--- src/rtl/led_state_sequencer.sv ---
// -----------------------------------------------------------------------------
// led_state_sequencer
//
// Holds a registered one-hot LED state vector. The current state index is
// either loaded directly from a binary selector or advanced automatically
// after a programmable dwell time. Sits between mode/control logic and the
// LED output drivers.
//
// Optional build macro: BOUNCE_MODE_EN
//   undefined : auto stepping counts up and wraps NUM_STATES-1 -> 0
//   defined   : auto stepping ping-pongs 0..N-1..0, with a direction register
//
// Ports:
//   clk        in   1           system clock, rising edge
//   rst        in   1           synchronous reset, active-high
//   sel        in   SEL_W       binary state index for direct load
//   load       in   1           one-cycle strobe: load state from sel
//   auto_en    in   1           level: enable automatic stepping
//   dwell      in   DWELL_W     cycles-per-state minus one while stepping
//   state      out  NUM_STATES  registered one-hot state vector
//   state_idx  out  SEL_W       registered binary index of current state
//   wrap       out  1           one-cycle pulse on wrap / turnaround
// -----------------------------------------------------------------------------
module led_state_sequencer #(
  parameter int NUM_STATES = 6,
  parameter int SEL_W      = 3,
  parameter int DWELL_W    = 16
) (
  input  logic                  clk,
  input  logic                  rst,
  input  logic [SEL_W-1:0]      sel,
  input  logic                  load,
  input  logic                  auto_en,
  input  logic [DWELL_W-1:0]    dwell,
  output logic [NUM_STATES-1:0] state,
  output logic [SEL_W-1:0]      state_idx,
  output logic                  wrap
);

  // One extra bit so NUM_STATES == 2**SEL_W still fits for the range check.
  localparam logic [SEL_W:0]   NUM_EXT  = (SEL_W+1)'(NUM_STATES);
  localparam logic [SEL_W-1:0] LAST_IDX = SEL_W'(NUM_STATES-1);
  localparam logic [SEL_W-1:0] ZERO_IDX = {SEL_W{1'b0}};
  localparam logic [SEL_W-1:0] ONE_IDX  = SEL_W'(1);
  localparam logic [DWELL_W-1:0] ZERO_CNT = {DWELL_W{1'b0}};
  localparam logic [DWELL_W-1:0] ONE_CNT  = DWELL_W'(1);

  // One-hot decode of a binary index.
  function automatic logic [NUM_STATES-1:0] onehot(input logic [SEL_W-1:0] idx);
    logic [NUM_STATES-1:0] v;
    v = {NUM_STATES{1'b0}};
    for (int i = 0; i < NUM_STATES; i++) begin
      v[i] = (idx == SEL_W'(i));
    end
    return v;
  endfunction

  logic [SEL_W-1:0]      idx_q,   idx_d;
  logic [NUM_STATES-1:0] state_q, state_d;
  logic [DWELL_W-1:0]    cnt_q,   cnt_d;
  logic                  wrap_q,  wrap_d;
  logic                  step_s;

`ifdef BOUNCE_MODE_EN
  localparam logic DIR_UP   = 1'b0;
  localparam logic DIR_DOWN = 1'b1;
  logic dir_q, dir_d;
`endif

  // Dwell counter and step-due decision; load has priority over stepping.
  always_comb begin
    cnt_d  = cnt_q;
    step_s = 1'b0;
    if (load) begin
      cnt_d = ZERO_CNT;
    end else if (auto_en) begin
      // >= so that lowering dwell mid-count steps at once instead of overrunning.
      if (cnt_q >= dwell) begin
        cnt_d  = ZERO_CNT;
        step_s = 1'b1;
      end else begin
        cnt_d = cnt_q + ONE_CNT;
      end
    end else begin
      cnt_d = ZERO_CNT;
    end
  end

`ifdef BOUNCE_MODE_EN
  // Next index / wrap / direction in ping-pong mode.
  always_comb begin
    idx_d  = idx_q;
    wrap_d = 1'b0;
    dir_d  = dir_q;
    if (load) begin
      if ({1'b0, sel} < NUM_EXT) begin
        idx_d = sel;
      end else begin
        idx_d = ZERO_IDX;
      end
    end else if (step_s) begin
      if (dir_q == DIR_UP) begin
        // A load may have parked us on the top state while heading up.
        if (idx_q >= LAST_IDX) begin
          idx_d = idx_q - ONE_IDX;
          dir_d = DIR_DOWN;
        end else begin
          idx_d = idx_q + ONE_IDX;
        end
      end else begin
        if (idx_q == ZERO_IDX) begin
          idx_d = ONE_IDX;
          dir_d = DIR_UP;
        end else begin
          idx_d = idx_q - ONE_IDX;
        end
      end
      // Reaching either end is a turnaround: flip and pulse wrap.
      if (idx_d == LAST_IDX) begin
        dir_d  = DIR_DOWN;
        wrap_d = 1'b1;
      end else if (idx_d == ZERO_IDX) begin
        dir_d  = DIR_UP;
        wrap_d = 1'b1;
      end else begin
        wrap_d = 1'b0;
      end
    end else begin
      idx_d = idx_q;
    end
    state_d = onehot(idx_d);
  end
`else
  // Next index / wrap in circular mode.
  always_comb begin
    idx_d  = idx_q;
    wrap_d = 1'b0;
    if (load) begin
      if ({1'b0, sel} < NUM_EXT) begin
        idx_d = sel;
      end else begin
        idx_d = ZERO_IDX;
      end
    end else if (step_s) begin
      if (idx_q == LAST_IDX) begin
        idx_d  = ZERO_IDX;
        wrap_d = 1'b1;
      end else begin
        idx_d = idx_q + ONE_IDX;
      end
    end else begin
      idx_d = idx_q;
    end
    state_d = onehot(idx_d);
  end
`endif

  // State registers; one-hot vector is registered alongside the index.
  always_ff @(posedge clk) begin
    if (rst) begin
      idx_q   <= ZERO_IDX;
      state_q <= onehot(ZERO_IDX);
      cnt_q   <= ZERO_CNT;
      wrap_q  <= 1'b0;
    end else begin
      idx_q   <= idx_d;
      state_q <= state_d;
      cnt_q   <= cnt_d;
      wrap_q  <= wrap_d;
    end
  end

`ifdef BOUNCE_MODE_EN
  // Direction register for ping-pong stepping; load leaves it untouched.
  always_ff @(posedge clk) begin
    if (rst) begin
      dir_q <= DIR_UP;
    end else begin
      dir_q <= dir_d;
    end
  end
`endif

  assign state     = state_q;
  assign state_idx = idx_q;
  assign wrap      = wrap_q;

endmodule
--- config.mk ---
export PLATFORM = sky130hd
export DESIGN_NAME = led_state_sequencer
export DESIGN_NICKNAME = d
export VERILOG_FILES = /design/src/rtl/led_state_sequencer.sv
export SDC_FILE = /design/constraint.sdc
export NUM_CORES = 1
export LEC_CHECK = 0
export BUFFER_PORTS_ARGS = -buffer_cell sky130_fd_sc_hd__buf_4
export CAP_MARGIN = 20
export CORE_MARGIN = 4
export CORE_UTILIZATION = 40
export DETAILED_ROUTE_END_ITERATION = 12
export GPL_ROUTABILITY_DRIVEN = 0
export PLACE_DENSITY = 0.72
export SETUP_SLACK_MARGIN = 0.5
export SYNTH_ARGS = -nofsm -noshare
export SYNTH_HDL_FRONTEND = slang
export SYNTH_SLANG_ARGS = --single-unit
export TNS_END_PERCENT = 20
--- constraint.sdc ---
create_clock -name clk -period 2.2 [get_ports clk]
set_clock_uncertainty 0.1 [all_clocks]
set_input_delay 0.22 -clock clk [delete_from_list [all_inputs] [get_ports clk]]
set_output_delay 0.22 -clock clk [all_outputs]
set_load 0.01 [all_outputs]
==> results.cfg <==
[run_status]
status = completed

[floorplanning]
die_w_um = 70.6
dieArea_um2 = 4990
core_area_um2 = 3720
die_y_um = 70.6
rows = 22
initial_core_util_pct = 42.2
ios = 33

[synthesis]
ys_seq_area_share_pct = 33.2
synthCells = 189
synth_edf_count = 0
synthTopCellsByCount = dfxtp_1, nor2_1, inv_1
syn_nets = 229
ys_ff_latch = 26
synthTopCellsByArea = dfxtp_1, ha_1, nor2_1, xor2_1, inv_1
synth_area_um2 = 1570
yosysUniqueCellTypes = 35
synth-xor-area-share_pct = 7.82
yosysTopAreaCell = dfxtp_1
synthSimpleGateAreaFrac_pct = 24.9
synth_top_family_by_area = simple AND/OR/NAND/NOR gates
synth.most_common_cell = dfxtp_1
synthAdderAreaFrac_pct = 13.6
async_reset_ff_share_pct = 0
synth_top_cell_area_share_pct = 33.2
synth.avg_cell_area_um2 = 8.29
synth_compound_area_share_pct = 10.8
yosys_warnings = 0
synthMuxAreaShare_pct = 2.95
synthFlopType = dfxtp_1

[clocking]
cts.sinks = 26
cts_made_buffers = 3
cts_buffer_depth = 2
cts_max_level = 1
clockRootBuffer = clkbuf_8
tritoncts = done
cts.clk_slew.worst_paths_ps = 90
clk_latency_ps = 270

[power]
p_leak_uw = 0.00105
p_total_uw = 962
ir_drop_uv = 307
power_density_nw_per_um2 = 430

[finish]
layout.nets = 284
syn_to_final_growth_pct = 42.5
instances_no_fill = 291
num_antenna_cells = 0
fin_area_um2 = 2230
drive_above_1_share_pct = 38.3

[global_route]
gr-total-overflow = 0
grt_start_max_net_pins = 18
grt_pass1_wl_um = 5600
grt_util_all_layers_pct = 13.7
antenna_found_initial = 0
grt_pass1_vias = 1323

[critical_path]
worst-r2r-setup-slack_ps = 30
crit_required_ps = 2290
cp_max_fo = 5
end_kind = flop
critPathLaunchType = flop
crit_type = reg2reg
worstPathArrival_ps = 2260

[route]
vias = 1444
wirelength_um = 3580
drc = 0
vias_per_cell = 4.96
postRouteAntennaNets = 0
dr.pass1.iters = 6
drt_iter0_markers = 66
wl_per_cell_um = 12.3

[timing]
slew_viol_final = 0
setup_ws_ps = 33.3
setup_viol = 0
rsz0062_at_grt = yes
timing.fmax_ghz = 0.462
relSlewSlack_pct = 69.3
fin_crit_ps = 2170
tightest_slew_ps = 455
whs_ps = 70.2
hold_viol_final = 0
post-route-period-util_pct = 98.5

[placement]
placed_area_um2 = 2000
post-dp-hpwl_um = 2550
pre_cts_slack_ps = -171
port_buffers = 32
dp.cells = 284

[run]
drv_cap = 0

[worst_hold_path]
min_path_type = in2reg
## registers in the layout, summed over array words and instances, names as in the netlist
signal,flops
state,6
state_idx,3
wrap,1
cnt_q,16
## path summary, 6_finish.rpt
path                            depth (start not counted)      endpoint  startpoint
worst max-delay path                                    6      state[1]   cnt_q[13]
worst min-delay path                                    2  state_idx[0]         rst
worst max register to register                          6      state[1]   cnt_q[13]
worst min register to register                          2      cnt_q[0]    cnt_q[0]
## per-stage QoR
stage / TNS (ps) / utilization (%)
after global routing: -132 / 60.1
after global placement: -792 / 53.7
after CTS: 0 / 58.0
final: 0 / 60.1
after detailed placement: -1010 / 53.7
after floorplan: 0 / -
## area by class of cell
type,count,area (um^2)
Fill cell,328,1480
Timing Repair Buffer,56,428
Multi-Input combinational cell,137,1090
Clock buffer,4,55.1
Inverter,20,75.1
Sequential cell,26,523
Tap cell,48,60.1
## critical path, stage by stage (launching register included)
cell	delay, ps
dfxtp_1	330
ha_1	310
and4_4	190
a221oi_2	320
and3_4	280
mux2_4	330
nor4_2	230
## kinds of logic (layout without fill, tap and decap cells)
kind of cell / count (synthesis) / count (layout)
compound gates: 26 / 26
xor+xnor: 14 / 14
fa+ha+maj: 17 / 17
buf+inv: 26 / 80
flops: 26 / 26
mux: 4 / 4
simple gates: 76 / 76
## placed cells by master (no fill, tap or decap), types with 4 or more instances in the layout
cell type,synthesis,routed
and3_1,10,9
xnor2_1,5,5
dfxtp_1,26,24
nor2_2,0,8
nand3_1,10,10
ha_4,0,5
clkbuf_8,0,4
a21oi_1,13,11
ha_1,17,12
xor2_1,9,9
buf_4,0,55
nand2_1,15,14
nor2_1,21,13
inv_1,20,19
## report_power, final
| group | switching (uW) | total [uW] | internal, uW | leakage [uW] |
|---|---|---|---|---|
| Sequential | 9.22 | 490 | 481 | 0.000212 |
| Combinational | 75.8 | 164 | 87.7 | 0.000808 |
| Clock | 148 | 308 | 160 | 0.0000288 |
## timing repair
item                       CTS  global route
resized for setup           15            18
hold buffers                 0             0
setup buffers                2             1
pin swaps                    4             4
setup endpoints to repair   26            26
## layer usage
| layer | global-route usage, % | wire length, um | vias to the layer above |
|---|---|---|---|
| li1 | - | - | 759 |
| met1 | 16.2 | 1610 | 652 |
| met2 | 24.2 | 1820 | 29 |
| met3 | 2.98 | 131 | 4 |
| met4 | 5.01 | 27 | 0 |
| met5 | 0 | 0 | - |
No activity file was read; power rests on OpenSTA's default activity.
